<file path="src/rtl/timer_counter.sv">
// Bus-mapped down-counter timer with one-shot and auto-reload modes.
// Registers: CTRL (EN/MODE/IM), PRESET, COUNT; irq = IM & sticky IRQ flag.
module timer_counter (
   input  logic        clk,
   input  logic        reset,
   input  logic [1:0]  addr,
   input  logic        we,
   input  logic [3:0]  byteen,
   input  logic [31:0] wdata,
   output logic [31:0] rdata,
   output logic        irq
);

   typedef enum logic [1:0] {
      IDLE = 2'd0,
      LOAD = 2'd1,
      CNT  = 2'd2,
      INT  = 2'd3
   } state_t;

   state_t      state;
   state_t      next_state;

   logic        ctrl_en;
   logic [1:0]  ctrl_mode;
   logic        ctrl_im;
   logic [31:0] preset;
   logic [31:0] count;
   logic        irq_flag;

   logic        wr_any;
   logic        wr_ctrl;
   logic        wr_preset;

   logic        load_count;
   logic        dec_count;
   logic        zero_count;
   logic        set_flag;
   logic        clr_flag_fsm;
   logic        clr_en;

   function automatic logic [31:0] merge_bytes(input logic [31:0] old_val,
                                               input logic [31:0] new_val,
                                               input logic [3:0]  be);
      logic [31:0] res;
      res = old_val;
      for (int unsigned i = 0; i < 4; i++) begin
         if (be[i]) res[8*i +: 8] = new_val[8*i +: 8];
      end
      return res;
   endfunction

   assign wr_any    = we && (byteen != '0);
   assign wr_ctrl   = wr_any && (addr == 2'd0);
   assign wr_preset = wr_any && (addr == 2'd1);

   always_ff @(posedge clk) begin
      if (!reset) state <= IDLE;
      else        state <= next_state;
   end

   always_comb begin
      next_state   = state;
      load_count   = 1'b0;
      dec_count    = 1'b0;
      zero_count   = 1'b0;
      set_flag     = 1'b0;
      clr_flag_fsm = 1'b0;
      clr_en       = 1'b0;
      case (state)
         IDLE: begin
            if (ctrl_en) next_state = LOAD;
         end
         LOAD: begin
            load_count = 1'b1;
            next_state = CNT;
         end
         CNT: begin
            if (!ctrl_en) begin
               next_state = IDLE;
            end else if (count > 32'd1) begin
               dec_count = 1'b1;
            end else begin
               zero_count = 1'b1;
               set_flag   = 1'b1;
               next_state = INT;
            end
         end
         INT: begin
            if (!ctrl_en) begin
               next_state = IDLE;
            end else if (ctrl_mode == 2'b01) begin
               clr_flag_fsm = 1'b1;
               next_state   = LOAD;
            end else begin
               clr_en     = 1'b1;
               next_state = IDLE;
            end
         end
         default: next_state = IDLE;
      endcase
   end

   always_ff @(posedge clk) begin
      if (!reset) begin
         ctrl_en   <= 1'b0;
         ctrl_mode <= 2'b00;
         ctrl_im   <= 1'b0;
         preset    <= '0;
         count     <= '0;
         irq_flag  <= 1'b0;
      end else begin
         if (load_count)      count <= preset;
         else if (dec_count)  count <= count - 32'd1;
         else if (zero_count) count <= '0;

         // The bus write is placed after the FSM clear so written lanes win.
         if (clr_en) ctrl_en <= 1'b0;
         if (wr_ctrl && byteen[0]) begin
            ctrl_en   <= wdata[0];
            ctrl_mode <= wdata[2:1];
            ctrl_im   <= wdata[3];
         end

         if (wr_preset) preset <= merge_bytes(preset, wdata, byteen);

         if (set_flag)
            irq_flag <= 1'b1;
         else if (wr_ctrl || wr_preset || clr_flag_fsm)
            irq_flag <= 1'b0;
      end
   end

   always_comb begin
      rdata = '0;
      case (addr)
         2'd0:    rdata = {28'd0, ctrl_im, ctrl_mode, ctrl_en};
         2'd1:    rdata = preset;
         2'd2:    rdata = count;
         default: rdata = '0;
      endcase
   end

   assign irq = ctrl_im & irq_flag;

endmodule

</file>
<file path="config.mk">
export PLATFORM = sky130hd
export DESIGN_NAME = timer_counter
export DESIGN_NICKNAME = d
export VERILOG_FILES = /design/src/rtl/timer_counter.sv
export SDC_FILE = /design/constraint.sdc
export NUM_CORES = 1
export LEC_CHECK = 0
export BUFFER_PORTS_ARGS = -buffer_cell sky130_fd_sc_hd__buf_2
export CAP_MARGIN = 20
export CORE_MARGIN = 8
export CORE_UTILIZATION = 44
export CTS_BUF_LIST = sky130_fd_sc_hd__clkbuf_4 sky130_fd_sc_hd__clkbuf_8 sky130_fd_sc_hd__clkbuf_16
export DETAILED_ROUTE_END_ITERATION = 12
export GPL_TIMING_DRIVEN = 0
export MAX_ROUTING_LAYER = met4
export PLACE_DENSITY_LB_ADDON = 0.3
export SKIP_CTS_REPAIR_TIMING = 1
export SLEW_MARGIN = 20
export SYNTH_ARGS = -nofsm -noshare
export SYNTH_HDL_FRONTEND = slang
export SYNTH_SLANG_ARGS = --single-unit
</file>
<file path="constraint.sdc">
create_clock -name clk -period 2.6 [get_ports clk]
set_input_delay 0 -clock clk [delete_from_list [all_inputs] [get_ports clk]]
set_output_delay 0 -clock clk [all_outputs]
set_load 0.005 [all_outputs]
</file>
==> flow_summary_export.csv, run 1 <==
group,metric,value,unit
synthesis,synthCells,508,
synthesis,yosysTopAreaCellShare,35.9,%
synthesis,yosysUniqueCellTypes,56,
sta,worst_slack,145,ps
sta,rsz0062_at_grt,"no",
sta,hold_violations,0,
floorplanning,die_area,0.0123,sq mm
hold_path,hold_path_class,"input port to register",
cts,cts_tree,"yes",
synthesis,synth_area_leaders,"dfxtp_1, nand2_1, a21oi_1, a22o_1, clkbuf_1",
worst_setup_path,crit_buf_inv,2,
sta,clock_skew,8.89,ps
placed_design,dp_hpwl,10.5,mm
sta,drv_slew,0,
pwr,seqPwrFrac,45.0,%
cts,ctsLongestPathBuffers,2,
route,avgViaCountPerCell,6.27,
route,drt-pass1-iter-count,7,
worst_setup_path,worstPathArrival,2670,ps
route,drt-initial-drc-count,505,
synthesis,synthMostInstantiatedCell,"nand2_1",
layout,area_delta_synth_final,26.9,%
pwr,swShare,27.3,%
cts,cts.sinks,71,
synthesis,synth_edf_count,0,
layout,antenna_cells,0,
synthesis,yosysSeqAreaShare,35.9,%
floorplanning,rows,34,
sta,worst_slew_pin_slew,948,ps
synthesis,avgSynthCellArea,7.79,sq um
global_routing,overflow,0,
worst_setup_path,cpMostUsedCell,"buf_6",
floorplanning,start_util,45.4,%
global_routing,grt_usage,23.4,%
synthesis,ys_warn_count,0,
pwr,leakage,1.98,nW
route,drtAntennaViolNets,0,
pwr,powerDensity,496,mW/mm^2
worst_setup_path,crit_path_top_delay_cell,"or4_4",
cts,numCtsBuffers,9,
floorplanning,die_y,111,um
synthesis,synthArstFlopShare,0,%
cts,clk_pin_slew,80,ps
worst_setup_path,cp_top_family,"simple AND/OR/NAND/NOR gates",
sta,fmax,407,MHz
pwr,pwr-share-comb,13.4,%
sta,min_period,2450,ps
placed_design,dp_slack,22.1,ps
synthesis,synth_common_cells,"nand2_1, dfxtp_1, a21oi_1",
cts,worstSkewPairLatency,350,ps
pwr,internal_power,1.81,mW
global_routing,grt_start_max_net_pins,14,
synthesis,netlist_area,0.00396,sq mm
worst_setup_path,worstSetupEndpointType,"register",
synthesis,synth_top_flop_cell,"dfxtp_1",
sta,fin_crit_sh,94.4,%
worst_setup_path,critical-path-max-stage-delay,590,ps
pwr,p_sw,0.679,mW
placed_design,portBuffers,71,
route,totalWireLength,15.1,mm
worst_setup_path,cp-start-kind,"register",
cts,cts_root_buf,"clkbuf_8",
floorplanning,core,0.00872,sq mm
pwr,p_clk_share,41.6,%
worst_setup_path,cp.required,2810,ps
route,detail_route.wl_per_cell,20.5,um
pwr,power,2.49,mW
flow_run,cap_violations,0,
synthesis,yosys.area.top_type,"dfxtp_1",
worst_setup_path,worstSetupPathType,"register to register",
worst_setup_path,worst-path-max-fanout,10,
synthesis,syn_nets,551,
global_routing,grt_first_pass_wirelength,22.8,mm
floorplanning,ios,74,
sta,finalSetupViolCount,0,
sta,relSlewSlack,36.6,%
worst_setup_path,crit_chain,"buf_6, or4_4, nor4_4, nand4_4, buf_6, a41oi_1, a21oi_1",
layout,num-nets-final,666,
floorplanning,die_w,111,um
global_routing,grt_pass1_vias,4092,
status,status,"complete, no violations",
cts,cts_max_level,3,
global_routing,antenna_found_initial,0,
placed_design,gp_congestion,0.946,
pwr,ir_worst_vdd,0.000367,V
route,via_count,4617,
layout,drive_above_1_share,17.0,%
synthesis,ys_seq_elements,71,
route,drc,0,
path summary, 6_finish.rpt:
| check | slack (ps) | endpoint | depth (start not counted) | from |
|---|---|---|---|---|
| setup / recovery | 150 | count[29] | 7 | count[8] |
| hold / removal | 130 | ctrl_mode[0] | 4 | addr[0] |
| setup reg to reg | 150 | count[29] | 7 | count[8] |
| hold reg to reg | 480 | preset[14] | 2 | preset[14] |
cell usage in the layout, fill, tap and decap left out, drive strengths merged, types with 6 or more instances in the layout:
cell,synthesis,routed
a21oi,57,57
a22oi,7,7
inv,8,10
clkbuf,31,41
mux2i,7,7
nand4,8,8
and3,10,10
o21ai,20,20
nor2,28,28
nand2,93,93
a31oi,18,18
xnor2,6,6
dfxtp,71,71
dlygate4sd3,0,33
nor4,12,12
a22o,28,28
buf,6,77
nor3,16,16
nand3,17,17
tightest hold or removal path, stage by stage:
cell and delay, ps:
buf_2 150, nor4b_2 110, mux2i_1 120, nor2_1 70
state kept, by name, indices dropped and copies added (netlist names):
name	flops
ctrl_mode	2
irq_flag	1
ctrl_en	1
state	2
ctrl_im	1
count	32
preset	32
routing by layer:
metal,GRT usage [%],up-vias,part of all wire (%)
met1,32.3,2154,43
met4,8.02,0,2.7
met5,-,-,0
met3,3.79,41,10
met2,33.3,310,44
li1,-,2112,-
power groups by stage:
stage / Sequential [mW] / Combinational (mW) / Clock [mW]
after floorplan: 1.14 / 0.181 / 0
after global placement: 1.15 / 0.283 / 0
after detailed placement: 1.15 / 0.284 / 0
after CTS: 1.12 / 0.286 / 1.04
after global routing: 1.12 / 0.356 / 1.09
final: 1.12 / 0.333 / 1.04
logic make-up after synthesis:
kind of cell    count (synthesis)  synth area share, %
fa+ha+maj                       2                0.632
mux                             7                 1.77
compound gates                160                 26.7
simple gates                  214                 28.1
xor+xnor                        9                 1.99
flops                          71                 35.9
buf+inv                        45                 4.87
metrics by stage:
step | TNS [ps] | util, % | hold slack [ps] | instances | instance area [sq um]
global placement | 0 | 51.0 | 242 | 687 | 4450
finish | 0 | 57.6 | 131 | 736 | 5020
floorplan | 0 | - | 83.3 | 508 | 3960
global route | 0 | 57.6 | 157 | 736 | 5020
detailed placement | 0 | 51.0 | 247 | 687 | 4450
CTS | -8.28 | 53.6 | -129 | 703 | 4680
cell type report:
| class | count | area [sq um] |
|---|---|---|
| clock inverter | 6 | 91.3 |
| clock buffer | 10 | 138 |
| timing repair buffer | 104 | 686 |
| multi-input combinational | 392 | 2360 |
| sequential | 71 | 1420 |
| inverter | 8 | 30.0 |
| buffer | 37 | 163 |
| fill | 793 | 3700 |
| tap | 108 | 135 |
No activity file was read; power rests on OpenSTA's default activity.
==> inputs of run 2 (changes only) <==
--- a/config.mk
+++ b/config.mk
@@ -8,7 +8,7 @@
 export BUFFER_PORTS_ARGS = -buffer_cell sky130_fd_sc_hd__buf_2
 export CAP_MARGIN = 20
 export CORE_MARGIN = 8
-export CORE_UTILIZATION = 44
+export CORE_UTILIZATION = 56
 export CTS_BUF_LIST = sky130_fd_sc_hd__clkbuf_4 sky130_fd_sc_hd__clkbuf_8 sky130_fd_sc_hd__clkbuf_16
 export DETAILED_ROUTE_END_ITERATION = 12
 export GPL_TIMING_DRIVEN = 0
==> run 2 against run 1 <==
Effect of this change: the flow now finishes with violations (setup timing); cell count down 1.6%; global-route usage up 5.1 points; total power down 8.3%; clock skew up 5.4 ps; critical endpoint is now count[25]; worst setup slack worse by 170 ps; critical path type unchanged; combinational power about the same.
==> flow_summary_export.csv, run 2 (synthesized netlist as in run 1, its figures left out) <==
group,metric,value,unit
status,status,"complete, but fails checks",
status,violations,"setup timing",
pwr,p_clk_share,36.2,%
global_routing,overflow,0,
layout,drive_above_1_share,17.0,%
global_routing,grt_pass1_vias,4271,
global_routing,grt_first_pass_wirelength,21.8,mm
cts,numCtsBuffers,9,
worst_setup_path,crit_end,"count[25]",
pwr,seqPwrFrac,49.1,%
placed_design,dp_hpwl,10.1,mm
placed_design,dp_slack,16.8,ps
worst_setup_path,worstSetupPathType,"register to register",
sta,worst_slew_pin_slew,780,ps
worst_setup_path,crit_chain,"nor4_2, nand4_1, nor4_1, xnor2_1, o22ai_1",
cts,cts_tree,"yes",
pwr,ir_worst_vdd,0.000326,V
worst_setup_path,critical-path-max-stage-delay,730,ps
route,avgViaCountPerCell,6.52,
layout,final_common_cell,"nand2_1",
worst_setup_path,crit_cells,5,
route,drt-initial-drc-count,764,
layout,fill_cells,570,
worst_setup_path,rr_endpoint,"count[25]",
pwr,internal_power,1.60,mW
floorplanning,die_w,100,um
floorplanning,die_y,100,um
worst_setup_path,crit_buf_inv,0,
worst_setup_path,cp_top_family,"simple AND/OR/NAND/NOR gates",
cts,clk_pin_slew,90,ps
sta,rsz0062_at_grt,"no",
sta,relSlewSlack,47.6,%
layout,final_cell_mix,"nand2_1, buf_2, dfxtp_1, a21oi_1, dlygate4sd3_1",
layout,antenna_cells,0,
worst_setup_path,r2r_slack,-30,ps
pwr,powerDensity,462,mW/mm^2
layout,reg_top3,"count x32, preset x32",
route,drc,0,
pwr,p_sw,0.685,mW
floorplanning,core,0.00683,sq mm
cts,ctsLongestPathBuffers,2,
route,via_count,4724,
sta,finalSetupViolCount,1,
sta,fmax,380,MHz
sta,drv_slew,0,
global_routing,grt_usage,28.4,%
worst_setup_path,reg2reg_depth,5,
sta,min_period,2630,ps
route,detail_route.wl_per_cell,20.6,um
worst_setup_path,crit_path_top_delay_cell,"nor4_2",
pwr,leakage,1.94,nW
cts,cts.sinks,71,
cts,cts_max_level,3,
cts,cts_root_buf,"clkbuf_8",
worst_setup_path,r2r_start,"count[0]",
floorplanning,die_area,0.0100,sq mm
worst_setup_path,cp-start-kind,"register",
layout,area_delta_synth_final,25.0,%
sta,tns,-29.0,ps
sta,worst_slack,-29.0,ps
global_routing,antenna_found_initial,0,
worst_setup_path,worst-path-max-fanout,9,
placed_design,portBuffers,71,
worst_setup_path,worstSetupEndpointType,"register",
sta,clock_skew,14.3,ps
global_routing,grt_start_max_net_pins,14,
sta,hold_violations,0,
worst_setup_path,worstPathArrival,2860,ps
hold_path,hold_path_class,"input port to register",
route,totalWireLength,14.9,mm
sta,fin_crit_sh,101,%
pwr,swShare,30.0,%
worst_setup_path,cp.required,2830,ps
layout,num-nets-final,666,
flow_run,cap_violations,0,
pwr,pwr-share-comb,14.7,%
floorplanning,start_util,57.9,%
floorplanning,ios,74,
placed_design,gp_congestion,0.992,
pwr,power,2.29,mW
cts,worstSkewPairLatency,360,ps
route,drtAntennaViolNets,0,
floorplanning,rows,30,
route,drt-pass1-iter-count,6,
worst_setup_path,crit_start,"count[0]",
run 2: cell types whose count changed in the layout (fill, tap and decap cells not counted):
| cell | previous run | this run |
|---|---|---|
| bufinv_16 | 2 | 0 |
| clkinvlp_4 | 0 | 2 |
| clkbuf_4 | 0 | 1 |
| clkbuf_8 | 10 | 9 |
| clkinv_4 | 1 | 2 |
| inv_6 | 2 | 1 |
| nor4_2 | 2 | 3 |
| nor4_4 | 3 | 2 |
run 2: power groups by stage:
stage / Sequential (mW) / Clock (mW) / Combinational, mW
2_1_floorplan: 1.14 / 0 / 0.181
3_5_place_dp: 1.15 / 0 / 0.280
3_3_place_gp: 1.15 / 0 / 0.276
4_1_cts: 1.12 / 0.825 / 0.282
5_1_grt: 1.12 / 0.869 / 0.355
6_report: 1.12 / 0.827 / 0.336
run 2: cell type report:
cell class | instances | area, sq um | share of cell area (%)
inverter | 8 | 30.0 | 0.607
sequential | 71 | 1420 | 28.7
tap | 96 | 120 | 2.43
clock buffer | 10 | 131 | 2.66
timing repair buffer | 104 | 686 | 13.9
buffer | 37 | 163 | 3.29
clock inverter | 6 | 46.3 | 0.936
multi-input combinational | 392 | 2350 | 47.5
run 2: how the worst min path moves through the flow:
stage          startpoint            to  cells past startpoint
2_1_floorplan     addr[0]      rdata[0]                      1
3_3_place_gp     wdata[5]     preset[5]                      3
3_5_place_dp     wdata[8]     preset[8]                      3
4_1_cts         wdata[27]    preset[27]                      3
5_1_grt           addr[0]  ctrl_mode[0]                      4
6_report          addr[0]  ctrl_mode[0]                      4
run 2: metrics by stage:
step                      std cells  utilization [%]  hold slack, ps  area [sq um]
after floorplan                 508                -            83.3          3960
after detailed placement        675             64.9             246          4430
after global routing            724             72.4             165          4950
after global placement          675             64.9             241          4430
final                           724             72.4             133          4950
after CTS                       691             67.5            -135          4610
run 2: worst min-delay path, delay by kind of cell:
| kind | cells | cell delay, ps |
|---|---|---|
| buffers and inverters | 1 | 150 |
| muxes | 1 | 130 |
| and+or+nand+nor | 2 | 180 |
run 2: per-layer routing:
| metal | GRT usage (%) | part of all wire (%) | up-vias |
|---|---|---|---|
| met1 | 36.2 | 40 | 2191 |
| met4 | 11.4 | 3.0 | 0 |
| met2 | 40.4 | 44 | 370 |
| met3 | 9.41 | 13 | 49 |
| li1 | - | - | 2114 |
| met5 | - | 0 | - |
